**config.mk**
```make
export PLATFORM = sky130hd
export DESIGN_NAME = seq_divider
export DESIGN_NICKNAME = d
export VERILOG_FILES = /design/src/rtl/seq_divider.sv
export SDC_FILE = /design/constraint.sdc
export NUM_CORES = 1
export LEC_CHECK = 0
export ABC_AREA = 1
export CAP_MARGIN = 10
export CORE_MARGIN = 8
export CORE_UTILIZATION = 35
export CTS_CLUSTER_SIZE = 12
export DETAILED_ROUTE_END_ITERATION = 8
export PLACE_DENSITY = 0.68
export SYNTH_ARGS = -nofsm -noshare
export SYNTH_HDL_FRONTEND = slang
export SYNTH_SLANG_ARGS = --single-unit
```
**constraint.sdc**
```tcl
create_clock -name clk -period 1.5 [get_ports clk]
set_input_delay 0.45 -clock clk [delete_from_list [all_inputs] [get_ports clk]]
set_output_delay 0.45 -clock clk [all_outputs]
set_load 0.02 [all_outputs]
```
**src/rtl/seq_divider.sv**
```systemverilog
// seq_divider: sequential unsigned restoring divider.
// One quotient bit is resolved per clock; a division takes WIDTH iteration
// cycles followed by a single done cycle, independent of operand values.
// Results and the divide-by-zero flag are held until the next done.
//
// state  | meaning
// -------+-----------------------------------------------------------
// S_IDLE | waiting for start
// S_RUN  | iterating, one quotient bit per cycle
// S_DONE | results just loaded; done pulse; start accepted again here
module seq_divider #(
  parameter int WIDTH = 4
) (
  input  logic             clk,
  input  logic             rst,
  input  logic             start,
  input  logic [WIDTH-1:0] dividend,
  input  logic [WIDTH-1:0] divisor,
  output logic             busy,
  output logic             done,
  output logic [WIDTH-1:0] quotient,
  output logic [WIDTH-1:0] remainder,
  output logic             div_by_zero
);

  localparam int CW = $clog2(WIDTH + 1);

  typedef enum logic [1:0] {
    S_IDLE = 2'd0,
    S_RUN  = 2'd1,
    S_DONE = 2'd2
  } state_t;

  state_t           state_q, state_d;
  logic [CW-1:0]    cnt_q, cnt_d;
  logic [WIDTH:0]   r_q, r_d;
  logic [WIDTH-1:0] q_q, q_d;
  logic [WIDTH-1:0] d_q, d_d;
  logic [WIDTH-1:0] quo_q, quo_d;
  logic [WIDTH-1:0] rem_q, rem_d;
  logic             dbz_q, dbz_d;

  logic             accept;
  logic             last_iter;
  logic [WIDTH+1:0] r_sh;
  logic [WIDTH+1:0] t;
  logic [WIDTH-1:0] q_sh;

  assign accept    = start && (state_q != S_RUN);
  assign last_iter = (state_q == S_RUN) && (cnt_q == CW'(1));

  // State register and all datapath flops, asynchronously cleared
  always_ff @(posedge clk or posedge rst) begin
    if (rst) begin
      state_q <= S_IDLE;
      cnt_q   <= '0;
      r_q     <= '0;
      q_q     <= '0;
      d_q     <= '0;
      quo_q   <= '0;
      rem_q   <= '0;
      dbz_q   <= 1'b0;
    end else begin
      state_q <= state_d;
      cnt_q   <= cnt_d;
      r_q     <= r_d;
      q_q     <= q_d;
      d_q     <= d_d;
      quo_q   <= quo_d;
      rem_q   <= rem_d;
      dbz_q   <= dbz_d;
    end
  end

  // Next-state logic
  always_comb begin
    state_d = state_q;
    case (state_q)
      S_IDLE:  if (start) state_d = S_RUN;
      S_RUN:   if (last_iter) state_d = S_DONE;
      S_DONE:  state_d = start ? S_RUN : S_IDLE;
      default: state_d = S_IDLE;
    endcase
  end

  // Handshake outputs decoded from state
  always_comb begin
    busy = (state_q == S_RUN);
    done = (state_q == S_DONE);
  end

  // Restoring iteration: shift {R,Q}, trial-subtract D, keep or restore
  always_comb begin
    r_sh  = {r_q, q_q[WIDTH-1]};
    q_sh  = {q_q[WIDTH-2:0], 1'b0};
    t     = r_sh - {2'b00, d_q};
    cnt_d = cnt_q;
    r_d   = r_q;
    q_d   = q_q;
    d_d   = d_q;
    quo_d = quo_q;
    rem_d = rem_q;
    dbz_d = dbz_q;
    if (accept) begin
      q_d   = dividend;
      d_d   = divisor;
      r_d   = '0;
      cnt_d = CW'(WIDTH);
    end else if (state_q == S_RUN) begin
      // The sign bit of the widened difference decides restore vs. keep
      if (!t[WIDTH+1]) begin
        r_d = t[WIDTH:0];
        q_d = q_sh | {{(WIDTH-1){1'b0}}, 1'b1};
      end else begin
        r_d = r_sh[WIDTH:0];
        q_d = q_sh;
      end
      cnt_d = cnt_q - CW'(1);
      // Results land on the same edge that enters S_DONE
      if (last_iter) begin
        quo_d = q_d;
        rem_d = r_d[WIDTH-1:0];
        dbz_d = (d_q == '0);
      end
    end
  end

  assign quotient    = quo_q;
  assign remainder   = rem_q;
  assign div_by_zero = dbz_q;

endmodule
```
==> load_flow_metrics.sql <==
INSERT INTO impl_metrics (metric_group, metric, value, unit) VALUES
('cts', 'number_of_hold_buffers_added_after_cts', '0', ''),
('floorplan', 'die_width', '79.6', 'um'),
('placed_design', 'placed_cells', '252', ''),
('cts', 'cts_max_path_buffers', '2', ''),
('finish', 'finish.instance_area', '0.00194', 'mm^2'),
('sta', 'hold_ws', '0.478', 'ns'),
('critical_path', 'end_kind', 'register', ''),
('job', 'max_cap_viol_count', '0', ''),
('sta', 'final-setup-viol-count', '11', ''),
('critical_path', 'cp.arrival', '1.76', 'ns'),
('finish', 'design.final.nets', '228', ''),
('synth', 'postSynthRegisterBits', '27', ''),
('finish', 'area_growth', '37.4', '%'),
('critical_path', 'regToRegEndpoint', 'r_q[1]', ''),
('finish', 'finalNonFillerCells', '259', ''),
('sta', 'clock_skew', '0.00769', 'ns'),
('grt', 'global_route.overflow_total', '0', ''),
('synth', 'mean_instance_size_in_the_synthesized_netlist', '8.52', 'um^2'),
('sta', 'setup_ws', '-0.0955', 'ns'),
('power', 'p_int', '2580', 'uW'),
('critical_path', 'cp.required', '1.66', 'ns'),
('synth', 'synth_top_cell_area_share', '0.477', ''),
('sta', 'rsz_0062_raised_after_global_routing', 'true', ''),
('synth', 'synth-seq-area-share', '0.477', ''),
('critical_path', 'worstSetupStartpointType', 'register', ''),
('sta', 'timing_max_transition_violations_final', '0', ''),
('critical_path', 'cp_slowest_cell', 'dfrtp_1', ''),
('grt', 'grt_pass1_vias', '1172', ''),
('floorplan', 'dieArea', '0.00633', 'mm^2'),
('synth', 'netlist_top_cells_area', 'dfrtp_1 (48%), nand2_1 (12%), nand3_1 (8.5%), inv_1 (5.8%), ha_1 (5.3%)', ''),
('detailed_routing', 'drt-wirelength-per-cell', '12.0', 'um'),
('sta', 'min_period', '1.60', 'ns'),
('critical_path', 'slowest_delay', '0.44', 'ns'),
('critical_path', 'path_cells', 'ha_4 -> inv_2 -> nor2_4 -> nand3_2 -> nand4_1 -> nand3b_1 -> nand3_1 -> nand2_1', ''),
('synth', 'cell_count_after_synthesis', '166', ''),
('sta', 'worst_slew_margin', '0.813', ''),
('sta', 'fin_crit_sh', '1.06', ''),
('critical_path', 'reg2reg_slack', '-0.1', 'ns'),
('floorplan', 'num_rows', '23', ''),
('detailed_routing', 'drt_drc_violations_left', '0', ''),
('synth', 'synthMostInstantiatedCell', 'nand2_1', ''),
('detailed_routing', 'num_vias', '1202', ''),
('finish', 'fraction_of_final_layout_cells_sized_beyond_drive_strength_1', '0.268', ''),
('power', 'clockPowerShare', '0.086', ''),
('placed_design', 'preCtsSetupSlack', '-0.105', 'ns'),
('sta', 'final_hold_viol_count', '0', ''),
('synth', 'synth_edf_count', '0', ''),
('cts', 'clock_insertion_delay_worst_skew', '0.27', 'ns'),
('power', 'power.density_cell_area', '2430', 'mW/mm^2'),
('detailed_routing', 'drt.antenna.violating_nets', '0', ''),
('critical_path', 'crit_path_max_fanout', '5', ''),
('critical_path', 'worst_path_dominant_cell_family', 'simple AND/OR/NAND/NOR gates', ''),
('placed_design', 'globalplace.congestion', '0.774', ''),
('finish', 'final_core_util', '0.493', ''),
('detailed_routing', 'drt-pass1-iter-count', '4', ''),
('cts', 'clk_pin_slew_worst_paths', '0.09', 'ns'),
('finish', 'multi_input_comb_area', '703', 'um^2'),
('cts', 'cts_num_sinks', '27', ''),
('cts', 'cts_tree', 'yes', ''),
('floorplan', 'start_util', '0.359', ''),
('outcome', 'violated_checks', 'negative setup slack', ''),
('placed_design', 'detailed_place_hpwl', '2350', 'um'),
('critical_path', 'ff2ff_path_depth', '8', ''),
('grt', 'wire_length_of_the_first_global_routing_pass', '5280', 'um'),
('critical_path', 'critPathCapture', 'r_q[1]', ''),
('placed_design', 'port_buffers', '21', ''),
('finish', 'final-seq-area', '676', 'um^2'),
('synth', 'mappedNetlistNets', '184', ''),
('finish', 'num_antenna_cells', '0', ''),
('floorplan', 'chipHeight', '79.6', 'um'),
('outcome', 'outcome', 'finished with violations', '');
tightest hold or removal path: stages, from the launching register on:
cell and delay, ns:
dfrtp_1 0.35, nand2_1 0.05, nand2_1 0.05
repair_timing:
item                       CTS  global route
gates cloned                 0             0
gates resized for setup     27             9
setup buffers                2             1
setup endpoints to repair   21            13
pin swaps                   16            13
layout by cell type, fill, tap and decap left out, drive strengths merged:
cell,count
inv,24
buf,23
o22ai,2
nand3b,2
xnor2,1
nand2,52
clkdlybuf4s50,10
o211ai,1
o21ai,8
nand4,2
o221ai,2
clkinvlp,1
dfrtp,27
mux2,1
nor2,6
fa,1
ha,6
clkbuf,3
a21oi,1
o31ai,1
nand3,26
dlygate4sd2,9
registers in the layout (all words and copies together) (netlist names):
register     flops
r_q              5
state_q          2
d_q              4
quotient         4
q_q              4
remainder        4
cnt_q            3
div_by_zero      1
worst min-delay path by stage:
stage                       from            to  slack (ns)  cells after the start
finish              remainder[3]  remainder[3]        0.48                      2
global route                 rst   quotient[3]        0.51                      3
CTS                 remainder[3]  remainder[3]        0.48                      2
detailed placement  remainder[3]  remainder[3]        0.46                      2
global placement    remainder[2]  remainder[2]        0.46                      2
floorplan                 d_q[0]   div_by_zero        0.45                      1
metal layers:
metal | up-vias | share of wire | global-route usage | wire, um
li1 | 622 | - | - | -
met1 | 548 | 0.48 | 0.132 | 1490
met2 | 28 | 0.45 | 0.164 | 1400
met3 | 4 | 0.049 | 0.0248 | 153
met4 | 0 | 0.016 | 0.0444 | 50
met5 | - | 0 | 0 | 0
cells by family (layout without fill, tap and decap cells):
group | count (synthesis) | after routing | synth area share
compound gates | 15 | 15 | 0.0637
buf+inv | 27 | 70 | 0.0831
mux | 1 | 1 | 0.00796
fa+ha+maj | 7 | 7 | 0.0672
xor+xnor | 1 | 1 | 0.00619
flops | 27 | 27 | 0.477
simple gates | 88 | 88 | 0.294
power groups by stage:
stage               Clock, uW  Combinational (uW)  Sequential (uW)
finish                    405                3010             1300
global route              460                3380             1340
detailed placement          0                2760             1290
floorplan                   0                1750             1380
CTS                       420                2930             1300
global placement            0                2720             1280
final cells by class:
type	count	area share
clock buffer	3	0.0212
tap	50	0.0322
sequential	27	0.347
clock inverter	1	0.00386
inverter	24	0.0463
multi-input combinational	112	0.362
timing repair buffer	42	0.187
metrics by stage:
step	setup TNS (ns)	total power [uW]
2_1_floorplan	0	3130
3_5_place_dp	-1.25	4050
5_1_grt	-1.80	5180
6_report	-0.836	4720
3_3_place_gp	-0.869	3990
4_1_cts	-0.406	4650
Note: power is estimated with default switching activity, not from simulation.
